**src/rtl/sa_result_drain_if.sv**
```systemverilog
// Result stream port of the systolic-array drain: one narrowed column word
// per valid/ready handshake, tagged with its column index and a last flag.
interface sa_result_drain_if #(
   parameter int DATA_W = 16,
   parameter int IDX_W  = 2
);
   logic [DATA_W-1:0] m_data;
   logic              m_valid;
   logic              m_ready;
   logic              m_last;
   logic [IDX_W-1:0]  m_idx;

   modport master (
      output m_data,
      output m_valid,
      input  m_ready,
      output m_last,
      output m_idx
   );

   modport slave (
      input  m_data,
      input  m_valid,
      output m_ready,
      input  m_last,
      input  m_idx
   );
endinterface

```
**src/rtl/sa_result_drain.sv**
```systemverilog
// Drain end of the systolic array. On an accepted capture all N column
// accumulators are narrowed to DATA_W bits and stored in parallel, then
// streamed out one word per handshake on the master port of
// sa_result_drain_if. A capture may be taken on the final handshake of the
// previous tile so consecutive tiles stream without a bubble.
//
// Build option RESULT_SAT_EN:
//   defined   - each column is signed-saturated to the DATA_W range
//   undefined - each column is truncated to its low DATA_W bits (wrap)
module sa_result_drain #(
   parameter int N      = 4,
   parameter int ACC_W  = 32,
   parameter int DATA_W = 16,
   localparam int IDX_W = $clog2(N)
) (
   input  logic                 clk,
   input  logic                 clr_n,
   input  logic [N*ACC_W-1:0]   col_data,
   input  logic                 cap,
   output logic                 cap_ready,
   sa_result_drain_if.master    m,
   output logic                 busy,
   output logic                 ovf
);

   typedef enum logic {
      ST_IDLE = 1'b0,
      ST_SEND = 1'b1
   } state_e;

   localparam logic [IDX_W-1:0] LAST_IDX = IDX_W'(N - 1);

`ifdef RESULT_SAT_EN
   localparam logic signed [DATA_W-1:0] SAT_MAX = {1'b0, {(DATA_W-1){1'b1}}};
   localparam logic signed [DATA_W-1:0] SAT_MIN = {1'b1, {(DATA_W-1){1'b0}}};

   // Clamp a signed accumulator into the signed DATA_W range. A value fits
   // exactly when sign-extending its low DATA_W bits reproduces it.
   function automatic logic [DATA_W-1:0] sat_narrow(input logic signed [ACC_W-1:0] a);
      logic signed [DATA_W-1:0] lo;
      logic signed [ACC_W-1:0]  back;
      lo   = a[DATA_W-1:0];
      back = ACC_W'(lo);
      if (back == a) begin
         sat_narrow = lo;
      end else if (a[ACC_W-1]) begin
         sat_narrow = SAT_MIN;
      end else begin
         sat_narrow = SAT_MAX;
      end
   endfunction
`else
   // Keep only the low DATA_W bits; out-of-range values wrap.
   function automatic logic [DATA_W-1:0] wrap_narrow(input logic [DATA_W-1:0] a);
      wrap_narrow = a;
   endfunction

   // Upper accumulator bits are intentionally discarded in the wrap build.
   logic unused_hi;
   assign unused_hi = ^col_data;
`endif

   state_e            state_q, state_d;
   logic [DATA_W-1:0] word_q [N];
   logic [DATA_W-1:0] word_d [N];
   logic [DATA_W-1:0] data_q, data_d;
   logic [IDX_W-1:0]  idx_q, idx_d;
   logic              valid_q, valid_d;
   logic              last_q, last_d;
   logic              ovf_q, ovf_d;

   logic [DATA_W-1:0] narrowed [N];
   logic [IDX_W-1:0]  idx_inc;
   logic              hs;
   logic              cap_rdy;
   logic              cap_ok;

   // Narrow every column in parallel so the whole tile is ready at the accepting edge.
   always_comb begin
      for (int c = 0; c < N; c++) begin
`ifdef RESULT_SAT_EN
         narrowed[c] = sat_narrow(col_data[c*ACC_W +: ACC_W]);
`else
         narrowed[c] = wrap_narrow(col_data[c*ACC_W +: DATA_W]);
`endif
      end
   end

   // Handshake and capture qualification; cap_ready looks through m_ready on the final word.
   always_comb begin
      hs      = valid_q & m.m_ready;
      cap_rdy = (state_q == ST_IDLE) | (hs & last_q);
      cap_ok  = cap & cap_rdy;
      idx_inc = idx_q + IDX_W'(1);
   end

   // Next-state: capture takes priority over advancing, so a capture on the last
   // handshake reloads the buffer and restarts at column 0 with m_valid held high.
   always_comb begin
      state_d = state_q;
      word_d  = word_q;
      data_d  = data_q;
      idx_d   = idx_q;
      valid_d = valid_q;
      last_d  = last_q;
      ovf_d   = ovf_q;

      if (cap_ok) begin
         state_d = ST_SEND;
         for (int c = 0; c < N; c++) begin
            word_d[c] = narrowed[c];
         end
         data_d  = narrowed[0];
         idx_d   = '0;
         last_d  = 1'b0;
         valid_d = 1'b1;
      end else if (hs) begin
         if (last_q) begin
            state_d = ST_IDLE;
            valid_d = 1'b0;
            idx_d   = '0;
            last_d  = 1'b0;
         end else begin
            idx_d  = idx_inc;
            data_d = word_q[idx_inc];
            last_d = (idx_inc == LAST_IDX);
         end
      end

      // A refused capture leaves buffer and stream alone but is remembered.
      if (cap && !cap_rdy) begin
         ovf_d = 1'b1;
      end
   end

   // State and output registers; reset discards any pending words immediately.
   always_ff @(posedge clk or negedge clr_n) begin
      if (!clr_n) begin
         state_q <= ST_IDLE;
         for (int c = 0; c < N; c++) begin
            word_q[c] <= '0;
         end
         data_q  <= '0;
         idx_q   <= '0;
         valid_q <= 1'b0;
         last_q  <= 1'b0;
         ovf_q   <= 1'b0;
      end else begin
         state_q <= state_d;
         word_q  <= word_d;
         data_q  <= data_d;
         idx_q   <= idx_d;
         valid_q <= valid_d;
         last_q  <= last_d;
         ovf_q   <= ovf_d;
      end
   end

   assign cap_ready = cap_rdy;
   assign m.m_data  = data_q;
   assign m.m_valid = valid_q;
   assign m.m_last  = last_q;
   assign m.m_idx   = idx_q;
   assign busy      = (state_q == ST_SEND);
   assign ovf       = ovf_q;

endmodule

```
**src/flat_wrapper.sv**
```systemverilog
// flat-port wrapper written by rule: the top's interface ports become plain ports
module sa_result_drain_flat 
#(
   parameter int N      = 4,
   parameter int ACC_W  = 32,
   parameter int DATA_W = 16,
   localparam int IDX_W = $clog2(N)
)
  (clk, clr_n, col_data, cap, cap_ready, busy, ovf, m_m_data, m_m_valid, m_m_ready, m_m_last, m_m_idx);
  sa_result_drain_if #(.DATA_W(DATA_W), .IDX_W((2))) m_i ();
  input  logic clk;
  input  logic clr_n;
  input  logic [N*ACC_W-1:0] col_data;
  input  logic cap;
  output logic cap_ready;
  output logic busy;
  output logic ovf;
  output wire logic [$bits(m_i.m_data)-1:0] m_m_data;
  output wire logic [$bits(m_i.m_valid)-1:0] m_m_valid;
  input wire logic [$bits(m_i.m_ready)-1:0] m_m_ready;
  output wire logic [$bits(m_i.m_last)-1:0] m_m_last;
  output wire logic [$bits(m_i.m_idx)-1:0] m_m_idx;
  assign m_m_data = m_i.m_data;
  assign m_m_valid = m_i.m_valid;
  assign m_i.m_ready = m_m_ready;
  assign m_m_last = m_i.m_last;
  assign m_m_idx = m_i.m_idx;
  sa_result_drain #(.N(N), .ACC_W(ACC_W), .DATA_W(DATA_W)) u_core (.clk(clk), .clr_n(clr_n), .col_data(col_data), .cap(cap), .cap_ready(cap_ready), .m(m_i), .busy(busy), .ovf(ovf));
endmodule
```
**config.mk**
```make
export PLATFORM = sky130hd
export DESIGN_NAME = sa_result_drain_flat
export DESIGN_NICKNAME = d
export VERILOG_FILES = /design/src/rtl/sa_result_drain_if.sv /design/src/rtl/sa_result_drain.sv /design/src/flat_wrapper.sv
export SDC_FILE = /design/constraint.sdc
export NUM_CORES = 1
export LEC_CHECK = 0
export CORE_ASPECT_RATIO = 0.7
export CORE_UTILIZATION = 29
export CTS_BUF_LIST = sky130_fd_sc_hd__clkbuf_8
export DETAILED_ROUTE_END_ITERATION = 6
export SETUP_SLACK_MARGIN = 0.02
export SLEW_MARGIN = 0
export SYNTH_ARGS = -nofsm -noshare
export SYNTH_HDL_FRONTEND = slang
export SYNTH_SLANG_ARGS = --single-unit
```
**constraint.sdc**
```tcl
create_clock -name clk -period 2.5 [get_ports clk]
set_clock_uncertainty 0.2 [all_clocks]
set_input_delay 0.375 -clock clk [delete_from_list [all_inputs] [get_ports clk]]
set_output_delay 0.375 -clock clk [all_outputs]
set_load 0.1 [all_outputs]
```
# Word level (Yosys, flattened, before mapping)
# Index checks and enable logic that the tools add are counted.
word_totals:
  register_bits: 85
  in_bits: 132
  elab_cells: 40
  out_inout_bits: 23
op_classes:
  muxes: 15
  order_cmp: 1
  addsub: 1
  n_reduce_logical: 6
  bitwise: 6
  n_eq_ne: 2
op_table:
  columns: ["operator", "n"]
  rows:
  - ["16-bit two-way mux", 5]
  - ["16-bit binary-select mux with 2-bit select", 1]
  - ["1-bit two-way mux", 6]
  - ["2-bit two-way mux", 3]
  - ["2-bit AND reduction", 2]
  - ["2-bit nonzero test", 2]
  - ["1-bit AND", 3]
  - ["3-bit greater-or-equal comparator, second input constant", 1]
  - ["2-bit inverter with 3-bit output", 1]
  - ["2-bit by 1-bit adder with 2-bit output, second input constant", 1]
  - ["2-bit == test, second input constant", 1]
  - ["2-bit != test, second input constant", 1]
  - ["1-bit logical AND", 1]
  - ["1-bit zero test", 1]
  - ["1-bit inverter", 1]
  - ["1-bit OR", 1]

# Depth between registers and ports, before layout
# Gate-level depths: netlist of run 1.
depth:
  word_depth: 8
  ltp_mapped: 9
  mapped_depth_nobuf: 5

# Least setup slack after synthesis of run 1
# Ideal clock, no wire load.
synth_path:
  path_type: "register to register"
  start: "register u_core.idx_q[0] (netlist: u_core.m.m_idx[0])"
  end: "register u_core.data_q[10] (netlist: u_core.m.m_data[10])"
  setup_time_ps: 126
  path_stages_with_launch: 9
  t_arrival_ps: 2623
  synth_period_minus_slack_ps: 2949
  required_ps: 2174
  path_buffers: 4
  path_slack_ps: -449
  cell_sequence: "dfrtp_1 > buf_6 > buf_8 > inv_1 > ha_1 > buf_2 > buf_2 > mux4_2 > a221o_1"
synth_via:
  elab_chain_cells: 8
synth_lines:
  columns: ["element", "line", "rtl"]
  rows:
  - ["start: declaration", "sa_result_drain.sv:67", "logic [IDX_W-1:0] idx_q, idx_d;"]
  - ["start signal: assignment", "sa_result_drain.sv:152", "idx_q <= idx_d;"]
  - ["2-bit by 1-bit adder with 2-bit output", "sa_result_drain.sv:94", "idx_inc = idx_q + IDX_W'(1);"]
  - ["2-bit inverter with 3-bit output (not written as such)", "sa_result_drain.sv:125", "data_d = word_q[idx_inc];"]
  - ["16-bit binary-select mux with 2-bit select", "sa_result_drain.sv:125", null]
  - ["16-bit two-way mux (not written as such) (2 in series)", "sa_result_drain.sv:125", null]
  - ["16-bit two-way mux", "sa_result_drain.sv:118", "if (last_q) begin"]
  - ["16-bit two-way mux", "sa_result_drain.sv:117", "end else if (hs) begin"]
  - ["16-bit two-way mux", "sa_result_drain.sv:108", "if (cap_ok) begin"]
  - ["end signal: assignment", "sa_result_drain.sv:151", "data_q <= data_d;"]
  - ["end: declaration", "sa_result_drain.sv:66", "logic [DATA_W-1:0] data_q, data_d;"]
# No other way between the ends. The select of a mux whose other input is x is not followed.
# A chain may end at the register's enable or synchronous reset.

# Worst setup path after layout of run 1
layout_path:
  start: "register u_core.state_q (netlist: u_core.busy)"
  end: "output port cap_ready"
layout_via:
  elab_chain_cells: 3
  elab_cells_between_ends: 4
  cone_classes: "bitwise: 4"
layout_lines:
  columns: ["element", "line", "rtl"]
  rows:
  - ["start: declaration", "sa_result_drain.sv:63", "state_e state_q, state_d;"]
  - ["start signal: assignment", "sa_result_drain.sv:149", "state_q <= state_d;"]
  - ["1-bit AND (2 in series)", null, null]
  - ["1-bit OR *", "sa_result_drain.sv:92", "cap_rdy = (state_q == ST_IDLE) | (hs & last_q);"]
  - ["end: declaration", "flat_wrapper.sv:15", "output logic cap_ready;"]
# Mark *: on every way between the ends. The rest lies on a longest branch, timed or not.

==> qor.txt, run 1 <==
Max-slew headroom = 56.1%
CP Class = flop to primary output
Gate Count Post-Synth = 246
Internal reg-to-reg setup slack = 0.35 ns
Most common cell after layout, fill and taps aside = dfrtp_1
Flops & latches, synth = 85
Syn Nets = 379
Inserted Diodes = 0
# Post-CTS Setup Buffers = 0
CP max-delay cell = dfrtp_1
GRT Residual Overflow = 0
Crit path time final = 2.18 ns
Initial antenna violation count = 0
Worst-path maximum fanout = 19
First-pass GRT wire length = 13700 µm
GRT Util Overall = 13.5%
Max Cap Viol = 0
RSZ-0062 raised after global routing = false
Routed wire length = 8510 µm
Crit start category = flop
Failing checks = design-rule violations
Peak supply drop = 0.000472 V
DR vias/cell = 4.89
CTS sink count = 85
Hold crit path type = flop to flop
H-tree levels = 3
Max incr delay on CP = 0.48 ns
Residual DRC count = 9
Hold path depth = 1
Core Area = 0.0125 mm²
Skew-Pair Late Insertion Delay = 0.35 ns
Ports = 155
Full die area = 0.0134 mm²
Final hold slack = 0.278 ns
Commonest non-fill, non-tap cells in the layout = dfrtp_1, clkdlybuf4s50_1, mux2_2, buf_4, mux4_2
Die W = 138 µm
Fmax = 459 MHz
Crit-path cells = a21bo_2, buf_4, buf_12
Nets = 472
Pwr/cell area = 1410 mW/mm²
Via count = 2474
# port buffers = 90
Post-route antenna net violation count = 0
Worst EP required = 1.92 ns
Mapped cell area = 0.00376 mm²
Syn avg cell area = 15.3 µm²
Leakage = 2.25 nW
Post-synth cell types = 30
Final hold vios = 0
Launch point of the worst reg-to-reg path = u_core.m.m_idx[0]
WP depth = 3
# rows = 34
CP Launch Point = u_core.busy
Die Span Y = 97.3 µm
Placer congestion estimate = 0.746
Total number of yosys warnings = 0
1st-iter DRT viols = 117
Finish-stage setup viols = 0
Layout cells sized above 1 = 36.3%
Delay-heaviest family, CP = buffers and inverters
Largest net degree at the start of global routing = 86
Worst Path Buf+Inv = 2
Clock Path Buffers = 2
Final worst-path cycle share = 87.2%
Setup TNS = 0 ns
Slew @ Worst Pin = 0.658 ns
Pins Over Slew Limit = 0
Starting Density = 30.0%
Detailed Routing Iterations Pass 1 = 6
Clk slew on worst S/H paths = 0.08 ns
Arr. time, crit path = 1.60 ns
# fillers = 1198
Vias in the first global route = 2499
Outcome = finished, violations left
Clock root cell = clkbuf_8
Area Growth Syn to Fin = 33.8%
Worst Reg-to-Reg Cells = 5
Cts bufs inserted = 9
Hold_sp = u_core.word_q[53]
Wirelength per Cell = 16.8 µm
Seq/Total Area, Yosys = 56.5%
Hpwl dp = 5870 µm
CTS tree = built
Crit path capture type = primary output
-- per-stage QoR --
stage | power, mW | instances | util (%) | setup slack [ns] | cell area, µm²
after floorplan | 5.30 | 246 | - | 0.0245 | 3780
after global placement | 6.12 | 489 | 38.5 | 0.298 | 4830
after detailed placement | 6.21 | 489 | 38.5 | 0.299 | 4830
after CTS | 7.19 | 506 | 40.1 | 0.283 | 5040
after global routing | 7.50 | 506 | 40.1 | 0.217 | 5040
final | 7.11 | 506 | 40.1 | 0.321 | 5040
-- state kept, by name, indices dropped and copies added, names as in the netlist --
| register | flops |
|---|---|
| u_core.m.m_data | 16 |
| u_core.ovf | 1 |
| u_core.m.m_idx | 2 |
| u_core.m.m_last | 1 |
| u_core.word_q | 64 |
| u_core.busy | 1 |
-- path summary, 6_finish.rpt --
| path | to |
|---|---|
| max | cap_ready |
| min | u_core.word_q[53] |
| max reg2reg | u_core.m.m_data[13] |
| min reg2reg | u_core.word_q[53] |
| max in group asynchronous | u_core.word_q[7] |
| min in group asynchronous | u_core.word_q[43] |
-- cell families (layout without fill, tap and decap cells) --
kind of cell	count (synthesis)	in the layout	synth area share [%]
adder cells (fa/ha/maj)	1	1	0.332
AND/OR/NAND/NOR	26	26	3.82
AO/OA/AOI/OAI	39	39	8.78
buffers and inverters	23	121	4.09
multiplexers	72	72	26.5
flip-flops	85	85	56.5
-- metal layers --
metal,vias up,global-route usage (%),part of all wire [%]
met5,-,0,0
met4,0,4.84,1.3
met3,9,4.04,5.2
met2,72,19.5,45
met1,1288,19.0,48
li1,1105,-,-
-- power breakdown --
part / switching, mW / total, mW / internal [mW]
combinational: 2.06 / 3.67 / 1.61
clock: 0.464 / 0.943 / 0.479
sequential: 0.429 / 2.49 / 2.06
-- Yosys cell counts, drive strengths merged --
cell type | n | share of area [%]
o21bai | 1 | 0.20
a21bo | 1 | 0.27
a22oi | 6 | 1.2
nor2 | 2 | 0.20
mux4 | 16 | 9.8
mux2 | 54 | 16
a221o | 10 | 2.7
or3b | 1 | 0.23
mux2i | 2 | 0.53
o21ai | 2 | 0.27
clkbuf | 4 | 0.43
ha | 1 | 0.33
buf | 16 | 3.4
a2bb2oi | 6 | 1.4
a21o | 10 | 2.0
nand2 | 10 | 1.0
and3b | 1 | 0.23
a22o | 2 | 0.47
and3 | 10 | 1.8
nand3b | 1 | 0.20
o22ai | 1 | 0.33
nor2b | 1 | 0.17
dfrtp | 85 | 57
inv | 3 | 0.30
-- area by class of cell --
| cell class | instances | area (µm²) | area share (%) |
|---|---|---|---|
| multi-input combinational | 138 | 1490 | 29.6 |
| clock inverter | 6 | 53.8 | 1.07 |
| timing repair buffer | 102 | 1010 | 20.0 |
| inverter | 3 | 11.3 | 0.224 |
| clock buffer | 10 | 138 | 2.73 |
| sequential | 85 | 2130 | 42.3 |
| tap | 162 | 203 | 4.02 |
-- timing repair --
action / CTS / global route
gates resized for setup: 0 / 0
hold endpoints to repair: 85 / 0
hold buffers: 1 / 0
(Power assumes the default switching activity.)
==> run 2, diff against run 1 <==
SLEW_MARGIN = 20   (was 0)
==> results of run 2 <==
Final layout, timing and power as in run 1 (identical DEF).
